### src/rtl/int_pkg.sv
// int_pkg: shared FSM states, CP0 register numbers and interrupt layout constants
package int_pkg;
    typedef enum logic [2:0] {IDLE, REQ, SAVE_EPC, SAVE_CAUSE, SERVICE} state_t;
    localparam logic [4:0] CP0_STATUS   = 5'd12;
    localparam logic [4:0] CP0_CAUSE    = 5'd13;
    localparam logic [4:0] CP0_EPC      = 5'd14;
    localparam int         CAUSE_IP_LSB = 8;
    localparam int         VEC_STRIDE   = 16;
endpackage

### src/rtl/int_ctrl_irq_edge_sync.sv
// irq_edge_sync: two-flop synchronizer plus rising-edge detector for one interrupt line
module irq_edge_sync (
    input  logic clk,
    input  logic clr_n,
    input  logic i_irq,
    output logic o_rise
);
    logic       r_s1;
    logic       r_s2;
    logic       r_s3;
    logic [2:0] r_arm;
    // Synchronize the line; r_arm masks edges until every stage holds a real sample,
    // so a line already high at reset release never looks like a fresh edge.
    always_ff @(posedge clk or negedge clr_n) begin
        if (!clr_n) begin
            r_s1  <= 1'b0;
            r_s2  <= 1'b0;
            r_s3  <= 1'b0;
            r_arm <= '0;
        end else begin
            r_s1  <= i_irq;
            r_s2  <= r_s1;
            r_s3  <= r_s2;
            r_arm <= {r_arm[1:0], 1'b1};
        end
    end
    assign o_rise = r_arm[2] & r_s2 & ~r_s3;
endmodule

### src/rtl/int_ctrl.sv
// int_ctrl: prioritized interrupt controller that saves EPC/Cause to CP0 and tracks service
module int_ctrl
    import int_pkg::*;
#(
    parameter int               WIDTH    = 32,
    parameter int               N_IRQ    = 4,
    parameter logic [WIDTH-1:0] VEC_BASE = 32'h0000_0800
) (
    input  logic             clk,
    input  logic             clr_n,
    input  logic [N_IRQ-1:0] irq,
    input  logic             IE_in,
    input  logic [WIDTH-1:0] pc_in,
    input  logic             int_ack,
    input  logic             eret,
    output logic             int_req,
    output logic [WIDTH-1:0] int_vector,
    output logic             cp0_we,
    output logic [4:0]       cp0_waddr,
    output logic [WIDTH-1:0] cp0_din,
    output logic             IE_zero,
    output logic             IE_one,
    output logic [N_IRQ-1:0] in_service
);
    localparam int SW = N_IRQ > 1 ? $clog2(N_IRQ) : 1;
    state_t           r_state;
    state_t           w_next;
    logic [N_IRQ-1:0] r_pending;
    logic [N_IRQ-1:0] w_rise;
    logic [N_IRQ-1:0] w_clr;
    logic [N_IRQ-1:0] w_sel_oh;
    logic [SW-1:0]    r_sel;
    logic [SW-1:0]    w_low;
    logic [WIDTH-1:0] r_epc;
    logic             w_ack;

    for (genvar g = 0; g < N_IRQ; g++) begin : g_sync
        irq_edge_sync u_sync (
            .clk    (clk),
            .clr_n  (clr_n),
            .i_irq  (irq[g]),
            .o_rise (w_rise[g])
        );
    end

    assign w_ack    = (r_state == REQ) && int_ack;
    assign w_sel_oh = N_IRQ'(1) << r_sel;
    assign w_clr    = w_ack ? w_sel_oh : '0;

    // Lowest set pending bit wins (irq[0] highest priority).
    always_comb begin
        w_low = '0;
        for (int k = N_IRQ - 1; k >= 0; k--)
            if (r_pending[k]) w_low = SW'(k);
    end

    // State register.
    always_ff @(posedge clk or negedge clr_n) begin
        if (!clr_n) r_state <= IDLE;
        else        r_state <= w_next;
    end

    // Next-state logic; an ack in the same cycle IE drops still wins, since the pipeline has already redirected.
    always_comb begin
        w_next = r_state;
        case (r_state)
            IDLE:       if (IE_in && |r_pending) w_next = REQ;
            REQ:        w_next = int_ack ? SAVE_EPC : (!IE_in ? IDLE : REQ);
            SAVE_EPC:   w_next = SAVE_CAUSE;
            SAVE_CAUSE: w_next = SERVICE;
            SERVICE:    if (eret) w_next = IDLE;
            default:    w_next = IDLE;
        endcase
    end

    // Pending accumulation, selected index latch on REQ entry, resume PC capture on ack.
    always_ff @(posedge clk or negedge clr_n) begin
        if (!clr_n) begin
            r_pending <= '0;
            r_sel     <= '0;
            r_epc     <= '0;
        end else begin
            r_pending <= (r_pending & ~w_clr) | w_rise;
            if (r_state == IDLE && w_next == REQ) r_sel <= w_low;
            if (w_ack) r_epc <= pc_in;
        end
    end

    // Outputs decoded from state so reset forces them low immediately.
    always_comb begin
        int_req    = r_state == REQ;
        int_vector = int_req ? VEC_BASE + WIDTH'(r_sel) * WIDTH'(VEC_STRIDE) : '0;
        cp0_we     = (r_state == SAVE_EPC) || (r_state == SAVE_CAUSE);
        cp0_waddr  = r_state == SAVE_EPC ? CP0_EPC : (r_state == SAVE_CAUSE ? CP0_CAUSE : 5'd0);
        cp0_din    = r_state == SAVE_EPC ? r_epc
                   : (r_state == SAVE_CAUSE ? WIDTH'(w_sel_oh) << CAUSE_IP_LSB : '0);
        IE_zero    = w_ack;
        IE_one     = (r_state == SERVICE) && eret;
        in_service = r_state == SERVICE ? w_sel_oh : '0;
    end
endmodule

### config.mk
export PLATFORM = sky130hd
export DESIGN_NAME = int_ctrl
export DESIGN_NICKNAME = d
export VERILOG_FILES = /design/src/rtl/int_pkg.sv /design/src/rtl/int_ctrl_irq_edge_sync.sv /design/src/rtl/int_ctrl.sv
export SDC_FILE = /design/constraint.sdc
export NUM_CORES = 1
export LEC_CHECK = 0
export ABC_AREA = 1
export CAP_MARGIN = 20
export CORE_ASPECT_RATIO = 0.75
export CORE_MARGIN = 2
export CORE_UTILIZATION = 43
export CTS_BUF_LIST = sky130_fd_sc_hd__clkbuf_8
export DETAILED_ROUTE_END_ITERATION = 6
export PLACE_DENSITY = 0.84
export SYNTH_ARGS = -nofsm -noshare
export SYNTH_HDL_FRONTEND = slang
export SYNTH_SLANG_ARGS = --single-unit
### constraint.sdc
create_clock -name clk -period 1.38 [get_ports clk]
set_input_delay 0.138 -clock clk [delete_from_list [all_inputs] [get_ports clk]]
set_output_delay 0.138 -clock clk [all_outputs]
set_load 0.01 [all_outputs]
## Word level (Yosys, flattened, before mapping)

Index checks and enable logic that the tools add are counted.
Widths: inputs -> output; s select.

- Output and inout port bits: 77
- Latch bits: 0
- Logic and storage cells: 65
- Memories: 0
- Register bits after elaboration: 65
- Input port bits: 41
- ROM bits: 0
- Memory bits (writable): 0

- Multipliers: 0
- Bitwise operators: 15
- Divide/modulo/power cells: 0
- Add/sub/neg operators: 1
- Mux-type cells: 16
- Magnitude comparators: 0
- Reductions and logical operators: 7
- Equal/unequal tests: 5
- Shift-type cells: 1

Operators by type and width:

| operator | number |
|---|---|
| $mux 32 | 1 |
| $mux 4 | 4 |
| $pmux 3 s5 | 1 |
| $add 12x6->13 const A | 1 |
| $mux 13 | 1 |
| $mux 12 | 1 |
| $mux 2 | 5 |
| $and 1x1->1 | 8 |
| $eq 3x1->1 const B | 2 |
| $eq 3x2->1 const B | 2 |
| $mux 3 | 2 |
| $and 4x4->4 | 1 |
| $logic_and 1x1->1 | 4 |
| $not 1->1 | 4 |
| $not 4->4 | 1 |
| $or 4x4->4 | 1 |
| $reduce_or 4->1 | 1 |
| $shl 1x2->4 const A | 1 |
| $eq 3x3->1 const B | 1 |
| $logic_not 3->1 | 1 |
| $logic_or 1x1->1 | 1 |
| $mux 1 | 1 |

## Logic depth before layout (Yosys ltp)

Gate-level depths: netlist of run 1.

- Word-level depth: 6
- Depth in mapped cells: 8

## Hierarchy

A second synthesis of run 1 with hierarchy kept.

- Cells, all modules: 322
- Area, all modules: 2907.8 um2

Modules (own cells, without submodules):

| module | area each (um2) | instances | cells each | sequential area each (um2) |
|---|---|---|---|---|
| int_ctrl | 2252.2 | 1 | 286 | 1026.0 |
| irq_edge_sync | 163.9 | 4 | 9 | 150.1 |

## Worst setup path after synthesis of run 1

OpenSTA, ideal clock, no wires.

- Path type: reg2out
- From: register r_state[1]
- To: output port cp0_din[10]
- Data required time: 1.242 ns
- Stages on the path, launching flop included: 7
- Setup slack: 0.044 ns
- Arrival: 1.198 ns
- Cells stage by stage: dfrtp_1 > inv_1 > nor2_2 > nand2_1 > inv_1 > nand2_1 > o21ai_0

- Cells in the longest elaborated chain, start to end: 3

RTL lines:

| element | RTL line | source |
|---|---|---|
| start: declaration | int_ctrl.sv:26 | `state_t r_state;` |
| start signal: assignment | int_ctrl.sv:60 | `else r_state <= w_next;` |
| $eq 3x2->1 | int_ctrl.sv:96 | `: (r_state == SAVE_CAUSE ? WIDTH'(w_sel_oh) << CAUSE_IP_LSB : '0);` |
| $mux 12 | int_ctrl.sv:96 |  |
| $mux 32 (*) | int_ctrl.sv:95 | `cp0_din = r_state == SAVE_EPC ? r_epc` |
| end: declaration | int_ctrl.sv:20 | `output logic [WIDTH-1:0] cp0_din,` |

Every way passes the cells marked *; elsewhere a longest branch is shown, timed or not.

## Worst setup path after layout of run 1

- From: register r_state[1]
- To: output port cp0_din[13]

- Cells in the longest elaborated chain, start to end: 2

RTL lines:

| element | RTL line |
|---|---|
| $eq 3x2->1 | int_ctrl.sv:95 |
| $mux 32 | int_ctrl.sv:95 |

Every way passes these cells.

==> impl_metrics.yaml, run 1 <==
status:
  status: "finished, violations left"
  violations: "negative setup slack"
critical_path:
  endpoint: "cp0_din[13]"
  end_kind: "output pin"
  cp.required_ns: 1.24
  r2r_cells: 8
  crit_type: "reg2out"
  timing.rr.start: "r_state[1]"
  timing.rr.end: "r_epc[8]"
  startpoint: "r_state[1]"
  crit_fanout: 13
  startpoint_type: "register"
  critPathArrivalTime_ns: 1.42
  r2r_slack_ns: -0.10
global_route:
  grt_pass1_wl_um: 9900
  grt_usage: 0.185
  antenna_found_initial: 0
  overflow: 0
  grt_start_max_net_pins: 57
  grt_pass1_vias: 2206
hold_path:
  min_path_type: "in2reg"
drt:
  vias_per_cell: 4.57
  avgRoutedWirePerCell_um: 13.6
  drc: 0
  first_pass_iters: 4
  routed_wl_um: 7270
  antenna_left: 0
  dr.first_iter.drc_count: 99
  vias: 2437
sta:
  tns_ns: -8.22
  setup_viol: 80
  finalCritPeriodShare: 1.13
  fin_skew_ns: 0.00643
  fin_ws_ns: -0.177
  hold_violations: 0
  period_needed_ns: 1.56
  fmax_mhz: 642
  fin_hold_ws_ns: 0.274
  rsz0062_at_grt: "true"
  slew_viol_final: 0
clock_network:
  path_clk_slew_ns: 0.09
  cts_made_buffers: 5
  h-tree-depth: 2
  insertion_delay_ns: 0.30
  cts_num_sinks: 56
  cts_root_buffer: "clkbuf_8"
  clk_path_buf_depth: 2
  cts_tree: "yes"
logic_synthesis:
  yosysMostFrequentCell: "nand2_1"
  yosysWarnings: 0
  synth-main-ff-cell: "dfrtp_1"
  ys_seq_elements: 56
  syn_area_mm2: 0.00266
  synth_edf_count: 0
  ys_top_cells_by_area: "dfrtp_1, nand2_1, buf_4"
  yosysUniqueCellTypes: 20
  yosys.area.top_type_share: 0.528
  netlist_instances: 334
  syn_avg_cell_area_um2: 7.95
  ys_async_sr_fraction: 1.00
  ys_seq_area_frac: 0.528
  yosys-top-cells-count: "nand2_1, dfrtp_1, nor2_1"
  yosysTopAreaCell: "dfrtp_1"
placement:
  portBuffers: 87
  dpl.hpwl_um: 4420
  dp_cells: 508
  routabilityCongestion: 0.878
power:
  leakage_nw: 2.23
  max-vdd-ir-drop_mv: 0.921
  power_per_cell_area_mw_per_mm2: 1820
floorplan:
  die_width_um: 94.8
  die_h_um: 72.1
  io-pin-count: 118
  initial_core_util: 0.451
  num_rows: 24
  coreArea_mm2: 0.00589
  dieArea_mm2: 0.00683
layout:
  final_cell_count_no_fill: 533
  drive_above_1_share: 0.398
  fin_nets: 496
  antennaDiodeCount: 0
  syn_to_final_growth_pct: 55.3
job:
  cap_violations: 0
timing repair:
item | 4_1_cts | 5_1_grt
cloned | 1 | 6
pin swaps | 5 | 30
endpoints found under the setup margin | 79 | 79
hold buffers | 1 | 0
hold endpoints to repair | 56 | 0
resized for setup | 222 | 101
setup buffers | 8 | 5
layout by cell type (no fill, tap or decap), drive strengths merged:
cell,n
nand3,9
clkdlybuf4s15,1
inv,46
nand3b,4
nor3,1
a21oi,1
clkinv,1
dfrtp,56
clkdlybuf4s50,39
nor2,46
nand2,124
buf,82
o21ai,4
clkbuf,9
dlygate4sd3,1
conb,31
stage by stage:
stage / utilization / cell area, µm² / setup WS (ns) / total power, mW
2_1_floorplan: - / 2770 / 0.0439 / 4.13
3_3_place_gp: 0.614 / 3610 / -0.248 / 5.33
3_5_place_dp: 0.614 / 3610 / -0.277 / 5.45
4_1_cts: 0.623 / 3660 / -0.165 / 6.50
5_1_grt: 0.701 / 4130 / -0.286 / 8.04
6_report: 0.701 / 4130 / -0.177 / 7.52
worst max-delay path: stages (launching register included):
cell and delay (ns):
dfrtp_1 0.38, inv_2 0.06, nor2_4 0.16, nand2_4 0.11
buf_12 0.16, nor2_1 0.10, buf_2 0.14
where the power goes:
group          total [mW]  switching (mW)  internal [mW]  leakage, nW
sequential           2.71           0.513           2.20        0.680
clock               0.818           0.479          0.339       0.0452
combinational        3.99            2.05           1.95         1.51
area by class of cell:
type,count,area (µm²)
clock buffer,5,68.8
fill,474,1760
tap,78,97.6
inverter,45,176
multi-input combinational,220,1190
timing repair buffer,127,1180
sequential,56,1400
clock inverter,2,8.76
per-layer routing:
metal	GRT usage	routed length (µm)	vias up
li1	-	-	1155
met1	0.234	2940	1168
met2	0.321	3630	105
met3	0.0509	620	9
met4	0.0403	81	0
met5	0	0	-
cells by family after synthesis:
| kind of cell | synth area share |
|---|---|
| buffers and inverters | 0.179 |
| other | 0.00283 |
| AOI/OAI and AO/OA | 0.00942 |
| DFF | 0.528 |
| and+or+nand+nor | 0.281 |
sequential cells by signal, summed over array words and instances (netlist names):
register / count
r_state: 3
r_epc: 32
g_sync.u_sync.r_arm: 3
r_pending: 4
r_sel: 2
g_sync.u_sync.r_s2: 4
g_sync.u_sync.r_s1: 4
g_sync.u_sync.r_s3: 4
how the worst min path moves through the flow:
stage | startpoint | to | slack (ns) | cells after the start
after floorplan | clr_n | g_sync[0].u_sync.r_arm[1] | -0.16 | 0
after global placement | clr_n | r_epc[27] | 0.15 | 2
after detailed placement | clr_n | r_epc[28] | 0.16 | 2
after CTS | irq[2] | g_sync[2].u_sync.r_s1 | 0.26 | 1
after global routing | irq[1] | g_sync[1].u_sync.r_s1 | 0.25 | 1
final | irq[1] | g_sync[1].u_sync.r_s1 | 0.27 | 1
Power figures use the tool's default switching activity.
==> run 2, diff against run 1 <==
--- a/config.mk
+++ b/config.mk
@@ -9,10 +9,10 @@
 export CAP_MARGIN = 20
 export CORE_ASPECT_RATIO = 0.75
 export CORE_MARGIN = 2
-export CORE_UTILIZATION = 43
+export CORE_UTILIZATION = 35
 export CTS_BUF_LIST = sky130_fd_sc_hd__clkbuf_8
 export DETAILED_ROUTE_END_ITERATION = 6
-export PLACE_DENSITY = 0.84
+export PLACE_DENSITY = 0.71
 export SYNTH_ARGS = -nofsm -noshare
 export SYNTH_HDL_FRONTEND = slang
 export SYNTH_SLANG_ARGS = --single-unit
==> run 2 against run 1 <==
  * The run still ends with negative setup slack left
  * Non-clock buffer count grew 7
  * Sequential power about the same
  * Utilization shrank 7.9 points
  * Combinational power is 20% higher
  * Clock power increased by 7.5%
  * Worst hold slack worse by 0.0045 ns
  * Critical path depth grew 2
  * Via count is essentially flat
==> impl_metrics.yaml, run 2 (synthesis results as in run 1) <==
layout:
  top_register: "r_epc"
  multi_input_area_mm2: 0.00139
  stdcell_area_mm2: 0.00458
  antennaDiodeCount: 0
  final_cell_count_no_fill: 564
  mostFrequentLayoutCells: "dfrtp_1, nand2_1, nand2_2, clkdlybuf4s50_1, inv_1"
  drive_above_1_share: 0.488
  register_area_mm2: 0.00141
  syn_to_final_growth_pct: 72.4
  largest_register_ffs: 32
  fin_nets: 503
  layout_commonest_cell: "dfrtp_1"
  fillCellCount: 644
critical_path:
  r2r_slack_ns: -0.17
  crit_type: "reg2out"
  startpoint_type: "register"
  timing.rr.start: "r_state[2]"
  crit_fanout: 4
  timing.rr.end: "r_epc[10]"
  r2r_cells: 10
  cp.required_ns: 1.24
  critPathArrivalTime_ns: 1.46
  end_kind: "output pin"
status:
  violations: "negative setup slack"
  status: "finished, violations left"
sta:
  setup_viol: 80
  fin_skew_ns: 0.00658
  rsz0062_at_grt: "true"
  fin_ws_ns: -0.223
  slew_viol_final: 0
  fmax_mhz: 624
  period_needed_ns: 1.60
  hold_violations: 0
  finalCritPeriodShare: 1.16
clock_network:
  clk_path_buf_depth: 2
  cts_root_buffer: "clkbuf_8"
  h-tree-depth: 2
  cts_made_buffers: 5
  path_clk_slew_ns: 0.09
  cts_num_sinks: 56
  cts_tree: "yes"
  insertion_delay_ns: 0.30
floorplan:
  initial_core_util: 0.361
  io-pin-count: 118
  num_rows: 27
  coreArea_mm2: 0.00736
  dieArea_mm2: 0.00831
  die_h_um: 79.4
  die_width_um: 105
drt:
  drc: 0
  vias_per_cell: 4.32
  dr.first_iter.drc_count: 61
  vias: 2439
  antenna_left: 0
  first_pass_iters: 4
  routed_wl_um: 7820
  avgRoutedWirePerCell_um: 13.9
global_route:
  antenna_found_initial: 0
  grt_start_max_net_pins: 57
  grt_usage: 0.156
  grt_pass1_vias: 2244
  overflow: 0
  grt_pass1_wl_um: 10500
placement:
  postPlaceCellArea_mm2: 0.00364
  portBuffers: 87
  dpl.hpwl_um: 4140
  dp_cells: 530
  routabilityCongestion: 0.787
  dp_slack_ns: -0.318
power:
  power_per_cell_area_mw_per_mm2: 1830
  leakage_nw: 2.37
  max-vdd-ir-drop_mv: 0.747
hold_path:
  hold_end: "g_sync[2].u_sync.r_s1"
  hold_path_startpoint: "irq[2]"
  min_path_type: "in2reg"
  worstHoldPathCells: 1
job:
  cap_violations: 0
==> run 2: worst max-delay path by stage <==
stage / startpoint / endpoint / slack, ns
floorplan: r_state[1] / cp0_din[10] / 0.04
finish: r_state[2] / IE_zero / -0.22
global route: r_state[2] / IE_zero / -0.29
detailed placement: r_state[2] / int_vector[4] / -0.32
CTS: r_state[2] / IE_zero / -0.23
global placement: r_state[2] / cp0_din[11] / -0.25
==> run 2: routing by layer <==
metal | wire length, µm | GRT usage | up-vias | share of wire
li1 | - | - | 1175 | -
met3 | 403 | 0.0433 | 9 | 0.052
met1 | 3380 | 0.203 | 1171 | 0.43
met4 | 59 | 0.0360 | 0 | 0.0075
met5 | 0 | 0 | - | 0
met2 | 3970 | 0.263 | 84 | 0.51
==> run 2: power breakdown <==
part	internal, mW	switching, mW
registers	2.21	0.505
logic	2.33	2.44
clock network	0.396	0.483
==> run 2: worst max-delay path, cell delays in order (launching register included) <==
cell	delay, ns
dfrtp_1	0.43
buf_6	0.15
inv_4	0.05
nand2_4	0.05
nor2_8	0.11
buf_6	0.13
nand2_8	0.06
inv_8	0.08
buf_6	0.10
==> run 2: what timing repair did <==
action,CTS,global route
hold buffers,1,0
gates cloned,1,8
pin swaps,5,26
resized for setup,235,176
endpoints found under the hold margin,56,0
buffers inserted,11,9
setup endpoints to repair,79,83
==> run 2: cell type report <==
cell class              instances  share of cell area
clock buffers                   6              0.0180
clock inverters                 2             0.00164
inverters                      45              0.0412
multi-input cells             220               0.304
flip-flops and latches         56               0.307
well taps                     101              0.0276
repair buffers                134               0.301
==> run 2: per-stage QoR <==
stage / utilization / power, mW / TNS [ns] / hold WS [ns]
final: 0.622 / 8.36 / -10.28 / 0.270
after global routing: 0.622 / 8.92 / -15.91 / 0.248
after CTS: 0.515 / 6.74 / -9.53 / 0.261
after detailed placement: 0.494 / 5.40 / -13.24 / 0.163
after global placement: 0.494 / 5.33 / -11.37 / 0.155
after floorplan: - / 4.13 / 0 / -0.158
==> run 3, diff against run 2 <==
--- a/config.mk
+++ b/config.mk
@@ -7,12 +7,15 @@
 export LEC_CHECK = 0
 export ABC_AREA = 1
 export CAP_MARGIN = 20
+export CELL_PAD_IN_SITES_DETAIL_PLACEMENT = 1
+export CELL_PAD_IN_SITES_GLOBAL_PLACEMENT = 1
 export CORE_ASPECT_RATIO = 0.75
 export CORE_MARGIN = 2
-export CORE_UTILIZATION = 35
+export CORE_UTILIZATION = 30
 export CTS_BUF_LIST = sky130_fd_sc_hd__clkbuf_8
 export DETAILED_ROUTE_END_ITERATION = 6
-export PLACE_DENSITY = 0.71
+export PLACE_DENSITY = 0.84
+export SLEW_MARGIN = 20
 export SYNTH_ARGS = -nofsm -noshare
 export SYNTH_HDL_FRONTEND = slang
 export SYNTH_SLANG_ARGS = --single-unit
==> run 3 against run 2 <==
  * The run still ends with negative setup slack left
  * Clock power grew 3.4%
  * Count of clock-buffer cells in the layout is the same
  * Via count grew 1.1%
  * Register-to-register slack is essentially flat
  * Final area grew 0.79%
  * Critical endpoint is now cp0_din[11]
  * Largest power group unchanged
==> impl_metrics.yaml, run 3 (synthesis results as in run 1) <==
power:
  max-vdd-ir-drop_mv: 0.947
  leakage_nw: 2.37
  power_per_cell_area_mw_per_mm2: 1850
layout:
  fillCellCount: 985
  layout_commonest_cell: "dfrtp_1"
  antennaDiodeCount: 0
  stdcell_area_mm2: 0.00462
  top_register: "r_epc"
  register_area_mm2: 0.00141
  multi_input_area_mm2: 0.00147
  fin_nets: 499
  largest_register_ffs: 32
  drive_above_1_share: 0.497
  utilization: 0.541
  syn_to_final_growth_pct: 73.8
  mostFrequentLayoutCells: "dfrtp_1, nand2_2, nand2_1, inv_1"
clock_network:
  insertion_delay_ns: 0.30
  clk_path_buf_depth: 2
  cts_root_buffer: "clkbuf_8"
  cts_tree: "yes"
  cts_made_buffers: 5
  path_clk_slew_ns: 0.10
  h-tree-depth: 2
  cts_num_sinks: 56
drt:
  drc: 0
  antenna_left: 0
  vias: 2466
  first_pass_iters: 4
  vias_per_cell: 4.35
  avgRoutedWirePerCell_um: 16.5
  routed_wl_um: 9380
  dr.first_iter.drc_count: 76
sta:
  tightest_slew_ns: 0.562
  max_slew_margin: 0.624
  setup_viol: 83
  fmax_mhz: 616
  fin_ws_ns: -0.243
  fin_skew_ns: 0.0112
  hold_violations: 0
  finalCritPeriodShare: 1.18
  period_needed_ns: 1.62
  slew_viol_final: 0
  rsz0062_at_grt: "true"
critical_path:
  critPathArrivalTime_ns: 1.48
  crit_slowest_cell: "dfrtp_1"
  worstPathCellList: "nor2_4 -> nand2_4 -> inv_4 -> buf_6 -> nand2_1 -> o21ai_2 -> buf_2"
  cp.required_ns: 1.24
  end_kind: "output pin"
  timing.rr.start: "r_state[2]"
  timing.rr.end: "r_epc[27]"
  r2r_slack_ns: -0.17
  crit_family: "flip-flops"
  path_buf_inv: 3
  startpoint_type: "register"
  endpoint: "cp0_din[11]"
  crit_fanout: 5
  cpPeakStageDelay_ns: 0.45
  cp.depth: 7
  r2r_cells: 9
  crit_type: "reg2out"
  startpoint: "r_state[2]"
status:
  status: "finished, violations left"
  violations: "negative setup slack"
job:
  cap_violations: 0
floorplan:
  dieArea_mm2: 0.00963
  io-pin-count: 118
  initial_core_util: 0.312
  num_rows: 29
  coreArea_mm2: 0.00853
  die_width_um: 113
  die_h_um: 85.5
global_route:
  grt_pass1_wl_um: 12400
  antenna_found_initial: 0
  grt_usage: 0.163
  overflow: 0
  grt_pass1_vias: 2502
  grt_start_max_net_pins: 57
placement:
  routabilityCongestion: 0.768
  postPlaceCellArea_mm2: 0.00364
  dpl.hpwl_um: 5190
  portBuffers: 87
hold_path:
  min_path_type: "in2reg"
run 3: how the worst min path moves through the flow:
stage | depth (start not counted) | slack, ns | endpoint | start
detailed placement | 2 | 0.18 | r_epc[30] | clr_n
global placement | 2 | 0.16 | r_epc[0] | clr_n
CTS | 1 | 0.24 | g_sync[1].u_sync.r_s1 | irq[1]
global route | 1 | 0.25 | g_sync[3].u_sync.r_s1 | irq[3]
finish | 1 | 0.26 | g_sync[1].u_sync.r_s1 | irq[1]
floorplan | 0 | -0.16 | g_sync[0].u_sync.r_arm[1] | clr_n
run 3: area by class of cell:
cell class,count,share of cell area
clock buffer,6,0.0179
timing repair buffer,130,0.290
sequential,56,0.304
multi-input combinational,220,0.318
inverter,45,0.0393
clock inverter,2,0.00163
tap,108,0.0293
run 3: metal layers:
metal / vias to the layer above / share of wire / GRT usage
li1: 1161 / - / -
met1: 1225 / 0.41 / 0.205
met2: 70 / 0.53 / 0.280
met3: 10 / 0.046 / 0.0410
met4: 0 / 0.011 / 0.0443
met5: - / 0 / 0
run 3: repair_timing:
| action | CTS | global route |
|---|---|---|
| gates cloned | 2 | 7 |
| hold endpoints to repair | 56 | 0 |
| pin swaps | 8 | 34 |
| setup buffers | 9 | 7 |
| resized for setup | 259 | 166 |
| hold buffers | 1 | 0 |
| endpoints found under the setup margin | 79 | 86 |
run 3: worst register-to-register path: stages, from the launching register on:
cell       delay, ns
dfrtp_1         0.45
buf_6           0.16
inv_4           0.05
nand2_4         0.06
nor2_8          0.16
nand2_8         0.09
buf_6           0.16
clkbuf_16       0.17
nand2_1         0.10
nand2_2         0.07
run 3: through the flow:
step	hold slack (ns)	power, mW	cells	setup TNS [ns]	setup slack, ns
after floorplan	-0.158	4.13	363	0	0.0439
after global placement	0.160	5.38	537	-11.54	-0.272
after detailed placement	0.178	5.55	537	-15.29	-0.314
after CTS	0.239	7.17	557	-7.61	-0.240
after global routing	0.252	9.07	567	-17.53	-0.321
final	0.259	8.52	567	-12.08	-0.243
run 3: report_power, final:
group	internal [mW]	total (mW)	switching [mW]
clock network	0.397	0.909	0.512
logic	2.28	4.92	2.64
registers	2.20	2.69	0.486
total	4.88	8.52	3.64
